<file path="src/rtl/control_registers.sv">
// control_registers
//
// Memory-mapped bank of WORD_COUNT 32-bit control registers. The processor
// writes and reads the registers over the data-memory request bus. The
// peripheral reads them continuously and may overwrite any word itself.
//
// Ports:
//   clk, aresetn             clock, asynchronous active-low reset
//   i_req_addr               byte address of the processor request
//   i_req_count              access size (NONE / BYTE / HALF / WORD)
//   i_req_wr_en              1 = write, 0 = read
//   i_req_wr_data            right-aligned write data
//   o_res_rd_data            registered readback data, zero-extended
//   o_res_code               registered response code
//   o_registers              current contents, word i at [(i+1)*32-1 : i*32]
//   o_written                one-cycle pulse per word after a processor write
//   i_hw_wr_en               per-word peripheral overwrite strobe
//   i_hw_wr_data             peripheral overwrite data, same packing as o_registers

`ifndef CONTROL_REGISTERS_DEFS
`define CONTROL_REGISTERS_DEFS
`define WORD_W 32
`define ADDR_W 32
`define MEM_COUNT_W 3
`define MEM_COUNT_NONE 3'd0
`define MEM_COUNT_BYTE 3'd1
`define MEM_COUNT_HALF 3'd2
`define MEM_COUNT_WORD 3'd3
`define MEM_CODE_W 3
`define MEM_CODE_INVALID 3'd0
`define MEM_CODE_READ 3'd1
`define MEM_CODE_WRITE 3'd2
`define MEM_CODE_MISALIGNED 3'd3
`endif

module control_registers #(
   parameter int WORD_COUNT = 1,
   parameter logic [`ADDR_W-1:0] ADDR_START = '0,
   parameter logic [WORD_COUNT*`WORD_W-1:0] RESET_VALUE = '0
) (
   input  logic                          clk,
   input  logic                          aresetn,
   input  logic [`ADDR_W-1:0]            i_req_addr,
   input  logic [`MEM_COUNT_W-1:0]       i_req_count,
   input  logic                          i_req_wr_en,
   input  logic [`WORD_W-1:0]            i_req_wr_data,
   output logic [`WORD_W-1:0]            o_res_rd_data,
   output logic [`MEM_CODE_W-1:0]        o_res_code,
   output logic [WORD_COUNT*`WORD_W-1:0] o_registers,
   output logic [WORD_COUNT-1:0]         o_written,
   input  logic [WORD_COUNT-1:0]         i_hw_wr_en,
   input  logic [WORD_COUNT*`WORD_W-1:0] i_hw_wr_data
);

   logic [`WORD_W-1:0]     regs [WORD_COUNT];
   logic [`ADDR_W-1:0]     rel_addr;
   logic [`ADDR_W-1:0]     word_idx;
   logic [1:0]             offset;
   logic                   misaligned;
   logic                   out_of_range;
   logic                   count_known;
   logic [`WORD_W-1:0]     cur_word;
   logic [`WORD_W-1:0]     merged_word;
   logic [`WORD_W-1:0]     rd_next;
   logic [`MEM_CODE_W-1:0] code_next;
   logic                   proc_wr;

   // Address decode. A request below ADDR_START wraps rel_addr, so the
   // explicit lower-bound compare is what rejects it.
   always_comb begin
      rel_addr     = i_req_addr - ADDR_START;
      word_idx     = rel_addr >> 2;
      offset       = i_req_addr[1:0];
      misaligned   = ((i_req_count == `MEM_COUNT_HALF) && offset[0]) ||
                     ((i_req_count == `MEM_COUNT_WORD) && (offset != 2'd0));
      out_of_range = (i_req_addr < ADDR_START) ||
                     (word_idx >= `ADDR_W'(WORD_COUNT));
      count_known  = (i_req_count == `MEM_COUNT_BYTE) ||
                     (i_req_count == `MEM_COUNT_HALF) ||
                     (i_req_count == `MEM_COUNT_WORD);
   end

   // Select the addressed word (pre-edge contents) and build the merged
   // value a processor write would store, keeping untouched lanes.
   always_comb begin
      cur_word = '0;
      for (int i = 0; i < WORD_COUNT; i++) begin
         if (word_idx == `ADDR_W'(i)) begin
            cur_word = regs[i];
         end
      end
      merged_word = cur_word;
      case (i_req_count)
         `MEM_COUNT_BYTE: begin
            case (offset)
               2'd0:    merged_word[7:0]   = i_req_wr_data[7:0];
               2'd1:    merged_word[15:8]  = i_req_wr_data[7:0];
               2'd2:    merged_word[23:16] = i_req_wr_data[7:0];
               default: merged_word[31:24] = i_req_wr_data[7:0];
            endcase
         end
         `MEM_COUNT_HALF: begin
            if (offset[1]) begin
               merged_word[31:16] = i_req_wr_data[15:0];
            end else begin
               merged_word[15:0] = i_req_wr_data[15:0];
            end
         end
         `MEM_COUNT_WORD: merged_word = i_req_wr_data;
         default:         merged_word = cur_word;
      endcase
   end

   // Response selection in priority order: no request, misalignment,
   // out-of-range address, unknown size, then the actual read or write.
   always_comb begin
      rd_next   = '0;
      code_next = `MEM_CODE_INVALID;
      proc_wr   = 1'b0;
      if (i_req_count == `MEM_COUNT_NONE) begin
         code_next = `MEM_CODE_INVALID;
      end else if (misaligned) begin
         code_next = `MEM_CODE_MISALIGNED;
      end else if (out_of_range || !count_known) begin
         code_next = `MEM_CODE_INVALID;
      end else if (i_req_wr_en) begin
         code_next = `MEM_CODE_WRITE;
         proc_wr   = 1'b1;
      end else begin
         code_next = `MEM_CODE_READ;
         case (i_req_count)
            `MEM_COUNT_BYTE: begin
               case (offset)
                  2'd0:    rd_next = {24'd0, cur_word[7:0]};
                  2'd1:    rd_next = {24'd0, cur_word[15:8]};
                  2'd2:    rd_next = {24'd0, cur_word[23:16]};
                  default: rd_next = {24'd0, cur_word[31:24]};
               endcase
            end
            `MEM_COUNT_HALF: begin
               rd_next = offset[1] ? {16'd0, cur_word[31:16]}
                                   : {16'd0, cur_word[15:0]};
            end
            default: rd_next = cur_word;
         endcase
      end
   end

   // Registered response.
   always_ff @(posedge clk or negedge aresetn) begin
      if (!aresetn) begin
         o_res_rd_data <= '0;
         o_res_code    <= `MEM_CODE_INVALID;
      end else begin
         o_res_rd_data <= rd_next;
         o_res_code    <= code_next;
      end
   end

   // Register storage. A processor write to a word takes all 32 bits even
   // when the peripheral strobes the same word on the same edge.
   always_ff @(posedge clk or negedge aresetn) begin
      if (!aresetn) begin
         for (int i = 0; i < WORD_COUNT; i++) begin
            regs[i]      <= RESET_VALUE[i*`WORD_W +: `WORD_W];
            o_written[i] <= 1'b0;
         end
      end else begin
         for (int i = 0; i < WORD_COUNT; i++) begin
            if (proc_wr && (word_idx == `ADDR_W'(i))) begin
               regs[i]      <= merged_word;
               o_written[i] <= 1'b1;
            end else begin
               o_written[i] <= 1'b0;
               if (i_hw_wr_en[i]) begin
                  regs[i] <= i_hw_wr_data[i*`WORD_W +: `WORD_W];
               end
            end
         end
      end
   end

   // Flatten the register array onto the peripheral-facing bus.
   always_comb begin
      o_registers = '0;
      for (int i = 0; i < WORD_COUNT; i++) begin
         o_registers[i*`WORD_W +: `WORD_W] = regs[i];
      end
   end

endmodule

</file>
<file path="config.mk">
export PLATFORM = sky130hd
export DESIGN_NAME = control_registers
export DESIGN_NICKNAME = d
export VERILOG_FILES = /design/src/rtl/control_registers.sv
export SDC_FILE = /design/constraint.sdc
export NUM_CORES = 1
export LEC_CHECK = 0
export ABC_AREA = 0
export CORE_MARGIN = 2
export CORE_UTILIZATION = 42
export CTS_BUF_LIST = sky130_fd_sc_hd__clkbuf_2
export DETAILED_ROUTE_END_ITERATION = 8
export MAX_ROUTING_LAYER = met4
export PLACE_DENSITY = 0.82
export SETUP_SLACK_MARGIN = 0.02
export SYNTH_ARGS = -nofsm -noshare
export SYNTH_HDL_FRONTEND = slang
export SYNTH_SLANG_ARGS = --single-unit
</file>
<file path="constraint.sdc">
create_clock -name clk -period 1.4 [get_ports clk]
set_input_delay 0.21 -clock clk [delete_from_list [all_inputs] [get_ports clk]]
set_output_delay 0.21 -clock clk [all_outputs]
set_load 0.02 [all_outputs]
</file>
---- Word-level counts from Yosys, hierarchy flattened ----
Cells that the tools add are included.
word-level totals
  register bits after elaboration ......... 68
  input bits .............................. 103
  output and inout bits ................... 68
  logic and storage cells ................. 52
cells by class
  $lt $le $gt $ge ......................... 2
  eq/ne operators ......................... 5
  muxes and demuxes ....................... 26
  reduce and logical (&&, ||, !) cells .... 15
operators by type and width
  cell                                                          count
  two-way mux 32 bit                                            7
  case mux 32 bit (3 select lines)                              1
  case mux 32 bit (2 select lines)                              1
  two-way mux 16 bit                                            3
  logical NOT 32 bit                                            1
  less-than comparator 32 x 1 -> 1 bit (second input constant)  1
  two-way mux 8 bit                                             4
  >= comparator 30 x 1 -> 1 bit (second input constant)         1
  case mux 8 bit (3 select lines)                               1
  two-way mux 2 bit                                             4
  == test 3 x 2 -> 1 bit (second input constant)                2
  logical OR 1 bit                                              5
  two-way mux 1 bit                                             5
  nonzero test 2 bit                                            2
  == test 3 x 1 -> 1 bit (second input constant)                1
  logical AND 1 bit                                             3
  logical NOT 3 bit                                             1
  OR reduction 3 bit                                            1
  == test 2 x 1 -> 1 bit (second input constant)                1
  == test 2 bit (second input constant)                         1
  logical NOT 2 bit                                             1
  logical NOT 1 bit                                             1

---- Depth between registers and ports, before layout ----
Gate-level depths: netlist (run 1).
  word-level depth ........................ 10
  depth in mapped cells ................... 8
  gate-level depth less buffers ........... 5

---- Least setup slack after synthesis (run 1) ----
No wires, ideal clock.
  path kind ............................... input-to-reg
  start ................................... in i_req_addr[7]
  end ..................................... reg regs (netlist bit o_registers[0])
  library setup time ...................... 77 ps
  arrival ................................. 1617 ps
  required time ........................... 1323 ps
  slack ................................... -295 ps
  stages on the path ...................... 6
  buffers on the path ..................... 1
  cell sequence ........................... nor4_2 and4_1 buf_4 and4_4 mux2_2 a21oi_1
on the way
  word-level cells in the longest chain between the ends .. 8
  elaborated cells between the ends (all ways) .. 15
  classes of those cells .................. 2 x order compare; 8 x mux; 5 x reduce/logical
ends and longest elaborated chain
  what                                                                                          line    text
  start, declared                                                                               43      input logic [`ADDR_W-1:0] i_req_addr,
  less-than comparator 32 x 1 -> 1 bit / >= comparator 30 x 1 -> 1 bit (equally long branches)  76, 77
  logical OR 1 bit                                                                              76      out_of_range = (i_req_addr < ADDR_START) ||
  logical OR 1 bit                                                                              124     end else if (out_of_range || !count_known) begin
  two-way mux 1 bit                                                                             124
  two-way mux 1 bit                                                                             122     end else if (misaligned) begin
  two-way mux 1 bit                                                                             120     if (i_req_count == `MEM_COUNT_NONE) begin
  logical AND 1 bit                                                                             170     if (proc_wr && (word_idx == `ADDR_W'(i))) begin
  two-way mux 32 bit / nonzero test 2 bit (equally long branches)                               --
  end signal, assigned by index                                                                 165     regs[i] <= RESET_VALUE[i*`WORD_W +: `WORD_W];
  end signal, assigned by index                                                                 171     regs[i] <= merged_word;
  end signal, assigned by index                                                                 176     regs[i] <= i_hw_wr_data[i*`WORD_W +: `WORD_W];
  end, declared                                                                                 55      logic [`WORD_W-1:0] regs [WORD_COUNT];
Several ways; a longest one is shown, not always the timed one.
A chain may end at the register's enable or synchronous reset.

---- Final worst setup path (run 1) ----
  start ................................... in i_req_addr[0]
  end ..................................... reg regs (netlist bit o_registers[28])
on the way
  word-level cells in the longest chain between the ends .. 8
  elaborated cells between the ends (all ways) .. 19
  classes of those cells .................. 1 x order compare; 2 x eq/ne; 6 x mux; 10 x reduce/logical
ends and longest elaborated chain
  what                                                             line
  less-than comparator 32 x 1 -> 1 bit                             76
  logical OR 1 bit                                                 76
  logical OR 1 bit                                                 124
  two-way mux 1 bit                                                124
  two-way mux 1 bit                                                122
  two-way mux 1 bit                                                120
  logical AND 1 bit                                                170
  two-way mux 32 bit / nonzero test 2 bit (equally long branches)  --
Several ways; a longest one is shown, not always the timed one.

==> results summary, run 1 <==
Counting instances in the post-synthesis netlist gives the leading cell types as 67 x sky130_fd_sc_hd__dfrtp_1, 26 x sky130_fd_sc_hd__nor2_1, 19 x sky130_fd_sc_hd__inv_1. The source-to-sink clock delay at the later pin of the worst-skew pair came out at 510 ps. The I/O pin total is 171. The total routing usage reported by global routing is 33.6%. In this run the vertical extent of the chip is 95.5 microns. The total die area is 9110 sq um. The remaining antenna violation count is 0. The worst setup path is launched from an input port. The kind of cell with the highest combined delay on the critical path is compound AO/OA/AOI/OAI gates. The final route contains 4307 vias.

The via count of the first global-routing pass was 4112. The clock net sink count came out at 67. The number of antenna diodes in the final layout is 0. TritonCTS built the clock tree. The maximum number of pins on one net before global-route repair came out at 32. The internal power component came out at 3.81 mW.

For the worst setup path, the data arrival time is 1850 ps. The count of synthesis-stage warnings from yosys came out at 0. The checks that failed: setup timing.

Setup repair after global routing could not meet its margin everywhere. The layout has 521 filler cells. The analysis attributes to cell leakage a power of 3.20 nW. The first-pass GRT wire length came out at 21900 microns. The detailed-route wire length is 15600 microns. The HPWL after detailed placement came out at 10400 microns. The dominant cell by count in the synthesized netlist is sky130_fd_sc_hd__dfrtp_1. The final worst clock skew is 49.9 ps. The post-route minimum period came out at 1440 ps. The first detailed-routing pass ran for 5 iterations.

Summed over all nets, wire length on met2 after detailed routing comes to 7480 microns. The area growth from synthesis to layout is 84.1%. The switching power as a share of total power came out at 28.8%. The area of the core came out at 8180 sq um. The final setup violation count is 7. The number of antenna violations at the first check in global routing is 0. The number of hold-slack violations in the final timing report is 0. The total power of the final layout is 5.35 mW.

The proportion of layout cells with a drive suffix above 1 is 46.1%. The total negative setup slack is -131 ps. The fraction of synthesis flops using an asynchronous set or reset pin is 100%. The top layer reached by signal wires is met4. The starting utilization of the core area came out at 43.0%.

In this run the critical register-to-register path is launched from o_registers[12]. The number of buffers on the longest clock path is 2. The hold slack came out at 120 ps. The number of standard-cell rows in the floorplan is 33. The CTS clock-pin slew for the worst setup and hold paths came out at 210 ps. The final worst slack is -42.3 ps. The part of the total power dissipated in sequential elements is 39.3%. The peak clock frequency supported by timing is 693 MHz. Input and output buffers added on the ports amount to 169.

The deepest level of the CTS H-tree came out at 3. Synthesis inferred 67 register bits. The clock group share of total power came out at 31.9%. The number of nets in the synthesized netlist is 442. The worst setup path is captured at a register. The number of buffers created by CTS came out at 9. The worst setup path is of the input port to register kind. Across the VDD grid, the largest voltage drop is 0.000509 V.

The maximum fanout along the worst path is 6. In the final design database the tool counted 714 nets. The detailed router finished its first iteration with 489 violations. In this run, synthesis inferred 0 flip-flops with an integrated enable. The number of max-capacitance violations reported is 0. The sum of overflow across all layers after global routing is 0. In this run, distinct cell masters in the synthesized netlist total 52. The critical path contains buffers and inverters numbering 3 combined. For this design, the slowest cell found on the critical path is sky130_fd_sc_hd__a222oi_1. Traced cell by cell, the critical path runs through clkdlybuf4s15_1, buf_4, nor4bb_2, and2_2, buf_12, a222oi_1, nor2_1, a211o_1. The required time of the critical path came out at 1810 ps. The switching power is 1.54 mW. After layout, the worst path uses 103% of the clock period. The fraction of synthesized cell area taken by the top area cell type is 47.7%.

The die width is 95.5 microns. The combinational share of power came out at 28.8%. After synthesis the cells add up to 3510 sq um.

Yosys attributes the largest share of cell area to sky130_fd_sc_hd__dfrtp_1 48%, sky130_fd_sc_hd__a222oi_1 4.3%, sky130_fd_sc_hd__a22oi_1 3.4%. The min-delay analysis places its worst path in the category input port to async pin. The launching element of the worst setup path is i_req_addr[0]. The delay of the slowest critical-path stage is 390 ps. Synthesis produced a netlist whose cell count is 339.

The synthesized area divided by synthesized cell count came out at 10.4 sq um. The final-report max-slew violation count came to 0. For this design the ratio of total power to cell area is 828 nW/um^2. After detailed routing, the wire length on met1 is 5700 microns. The wire length on met3 is 1500 microns. The cell at the root of the clock tree is sky130_fd_sc_hd__clkbuf_2. The flip-flop cell with the highest count after synthesis is sky130_fd_sc_hd__dfrtp_1. The number of vias per cell after detailed routing came out at 5.97. The sequential share of the synthesized area is 47.7%.

In the routed design, unresolved DRC markers number 0. Summed over all instances, the cell type with the most area after synthesis is sky130_fd_sc_hd__dfrtp_1. Dividing the detail-routed wire length by the instance count gives 21.6 microns. The run finished, with violations left. The global placement routability congestion came out at 0.968.
[final cells by class]
type	count	area, sq um	share of cell area, %
timing repair buffer	289	2430	37.5
multi-input combinational	225	1970	30.5
sequential	67	1680	26.0
clock inverter	6	138	2.13
tap	105	131	2.03
inverter	19	71.3	1.10
clock buffer	10	50.0	0.774
[cells by family after synthesis]
kind of cell              Yosys count  synth area share, %
DFF                                67                 47.7
AOI/OAI and AO/OA                 110                 25.6
muxes                               9                 2.85
buffers and inverters              48                 6.30
and+or+nand+nor                   103                 17.2
other                               1                0.107
xor gates and xnor gates            1                0.249
[layer usage]
layer | up-vias | GRT usage (%)
li1 | 1845 | -
met1 | 2024 | 41.1
met2 | 358 | 53.9
met3 | 80 | 5.77
met4 | 0 | 16.9
met5 | - | -
[what timing repair did]
item	CTS	global route
hold buffers	1	0
hold endpoints to repair	67	0
resized for setup	356	94
buffers inserted	41	7
endpoints found under the setup margin	134	85
gates cloned	1	1
pin swaps	21	24
[state kept, by name, indices dropped and copies added (netlist names)]
register / flops
o_written: 1
o_res_code: 2
o_registers: 32
o_res_rd_data: 32
[final timing paths]
path                                           to  slack [ps]  depth (start not counted)
worst max-delay path              o_registers[28]         -40                          8
worst min register to register   o_res_rd_data[6]         630                          3
worst min-delay path            o_res_rd_data[16]         120                          2
min in group clk                    o_res_code[0]         190                          3
max in group asynchronous          o_registers[3]         730                          3
worst max register to register   o_res_rd_data[4]         -30                          4
[metrics by stage]
step | instances | setup slack [ps] | utilization, % | area, sq um
3_5_place_dp | 654 | -930 | 72.1 | 5890
5_1_grt | 721 | -34.6 | 79.1 | 6470
6_report | 721 | -42.3 | 79.1 | 6470
4_1_cts | 713 | -9.74 | 77.1 | 6300
2_1_floorplan | 339 | -219 | - | 3610
3_3_place_gp | 654 | -816 | 72.1 | 5890
[cells in the final DEF (no fill, tap or decap), types with 11 or more instances in the layout]
cell type and count:
sky130_fd_sc_hd__buf_4 95, sky130_fd_sc_hd__nor2_1 24, sky130_fd_sc_hd__a21o_1 11, sky130_fd_sc_hd__buf_2 65
sky130_fd_sc_hd__and2_1 15, sky130_fd_sc_hd__clkdlybuf4s50_1 65, sky130_fd_sc_hd__a22oi_1 16, sky130_fd_sc_hd__a222oi_1 15
sky130_fd_sc_hd__clkbuf_2 15, sky130_fd_sc_hd__inv_1 18, sky130_fd_sc_hd__dlygate4sd2_1 11, sky130_fd_sc_hd__dfrtp_1 65
sky130_fd_sc_hd__buf_6 28
[power groups by stage]
stage	registers [mW]	logic (mW)	clock network (mW)
2_1_floorplan	2.23	0.369	0
3_3_place_gp	2.16	1.23	0
3_5_place_dp	2.16	1.25	0
4_1_cts	2.09	1.38	1.70
5_1_grt	2.11	1.61	1.82
6_report	2.10	1.54	1.71
(Power assumes the default switching activity.)
==> run 2: changes to the inputs <==
Settings changed: SLEW_MARGIN set to 20.
==> results of run 2 <==
Final layout, timing and power as in run 1 (identical DEF).
==> run 3: changes to the inputs <==
Settings changed: CTS_CLUSTER_DIAMETER set to 80.
==> results of run 3 <==
Final layout, timing and power as in run 1 (identical DEF).
==> RTL change, RTL diff (flow settings as in run 3) <==
`o_res_rd_data` no longer has a reset.
--- a/src/rtl/control_registers.sv
+++ b/src/rtl/control_registers.sv
@@ -151,8 +151,10 @@
       if (!aresetn) begin
-         o_res_rd_data <= '0;
          o_res_code    <= `MEM_CODE_INVALID;
       end else begin
-         o_res_rd_data <= rd_next;
          o_res_code    <= code_next;
       end
+   end
+
+   always_ff @(posedge clk) begin
+      o_res_rd_data <= rd_next;
    end
Function: differs if aresetn is asserted again (counterexample within 4 cycles, from zero or initial values and one cycle with aresetn low); with aresetn held inactive, the same outputs for 10 cycles.
==> RTL change against run 3 <==
The run still ends with negative setup slack left; cell area fell by 0.87%; die area is 3.3% lower; wire length rose by 2.7%; first-iteration DRC count down 3.3%; clock skew shrank 0.016 ns; worst setup slack worse by 0.23 ns; sequential cell count is the same; register-to-register slack gained 0.07 ns; area after synthesis down 3.4%; via count is 3.7% higher; total power decreased by 8.4%; critical endpoint is now o_registers[1]; highest routed layer unchanged.
==> RTL change: results <==
export IMPL_cts_setup_buffers=29
export IMPL_nNonClkInverters=5
export IMPL_num_nonclk_buffers=288
export IMPL_first_pass_iters=8
export IMPL_fin_ws_ns=-0.2757
export IMPL_met1_length_um=5764
export IMPL_run_status="finished with violations"
export IMPL_finClkSkew_ns=0.03400
export IMPL_num_nets_final=735
export IMPL_synth_area_top_cells="dfrtp_1, dfxtp_1, a221o_1, a22oi_1, nand2_1"
export IMPL_finalSetupViolCount=52
export IMPL_routed_via_count=4468
export IMPL_dp_worst_setup_slack_ns=-1.112
export IMPL_insertion_delay_ns=0.54
export IMPL_signal_buffer_area_fraction_pct=37.91
export IMPL_finalWirelength_um=15980
export IMPL_final_layout_size_suffix_gt1_share_pct=47.72
export IMPL_gp_routability_congestion=0.8959
export IMPL_multi_input_combinational_area_share_pct=33.97
export IMPL_violated_checks="negative setup slack"
export IMPL_drt_first_iter_violations=473
export IMPL_cts_resized=380
export IMPL_layout_comb_gates_multi_input=261
export IMPL_groute_usage_overall_pct=35.71
export IMPL_detailed_place_hpwl_um=10580
export IMPL_setup_tns_ns=-7.550
export IMPL_synth_async_sr_flop_share_pct=52.24
RTL change: worst max-delay path, stage by stage:
cell and delay (ns):
buf_2 0.11, nor4_4 0.26, nand4_2 0.19, buf_6 0.17
or4_4 0.57, buf_12 0.16, a2bb2oi_4 0.23, a221o_1 0.21
RTL change: cells by family (layout without fill, tap and decap cells):
family | Yosys count | count (layout) | synth area share (%)
compound gates | 118 | 118 | 29.31
buf+inv | 31 | 309 | 3.835
flops | 67 | 67 | 44.69
simple gates | 142 | 142 | 22.05
other cells | 1 | 1 | 0.1105
RTL change: path summary, 6_finish.rpt:
| kind | from | to | slack (ns) | cells after the start |
|---|---|---|---|---|
| min in group clk | i_req_wr_en | o_res_code[0] | 0.09 | 3 |
| worst min-delay path | aresetn | o_registers[18] | 0.007 | 2 |
| worst max register to register | o_registers[31] | o_res_rd_data[7] | 0.04 | 5 |
| worst min register to register | o_registers[23] | o_res_rd_data[23] | 0.64 | 2 |
| max in group asynchronous | aresetn | o_registers[1] | 1.16 | 2 |
| worst max-delay path | i_req_addr[31] | o_registers[1] | -0.28 | 8 |
RTL change: power by group:
part | leakage, nW | total (mW) | internal (mW) | switching, mW
clock network | 0.0837 | 1.35 | 0.589 | 0.763
registers | 0.689 | 2.06 | 2.01 | 0.0516
logic | 2.13 | 1.49 | 0.755 | 0.738
RTL change: per-stage QoR:
step / utilization (%) / hold slack [ns] / total power [mW] / instance area (um^2) / cells
detailed placement: 74.61 / 0.5546 / 3.447 / 5796 / 681
global placement: 74.61 / 0.5473 / 3.420 / 5796 / 681
CTS: 81.77 / 0.03067 / 4.765 / 6351 / 733
global route: 82.55 / 0.01152 / 5.043 / 6412 / 739
finish: 82.55 / 0.007386 / 4.904 / 6412 / 739
floorplan: - / -0.08559 / 2.604 / 3532 / 359
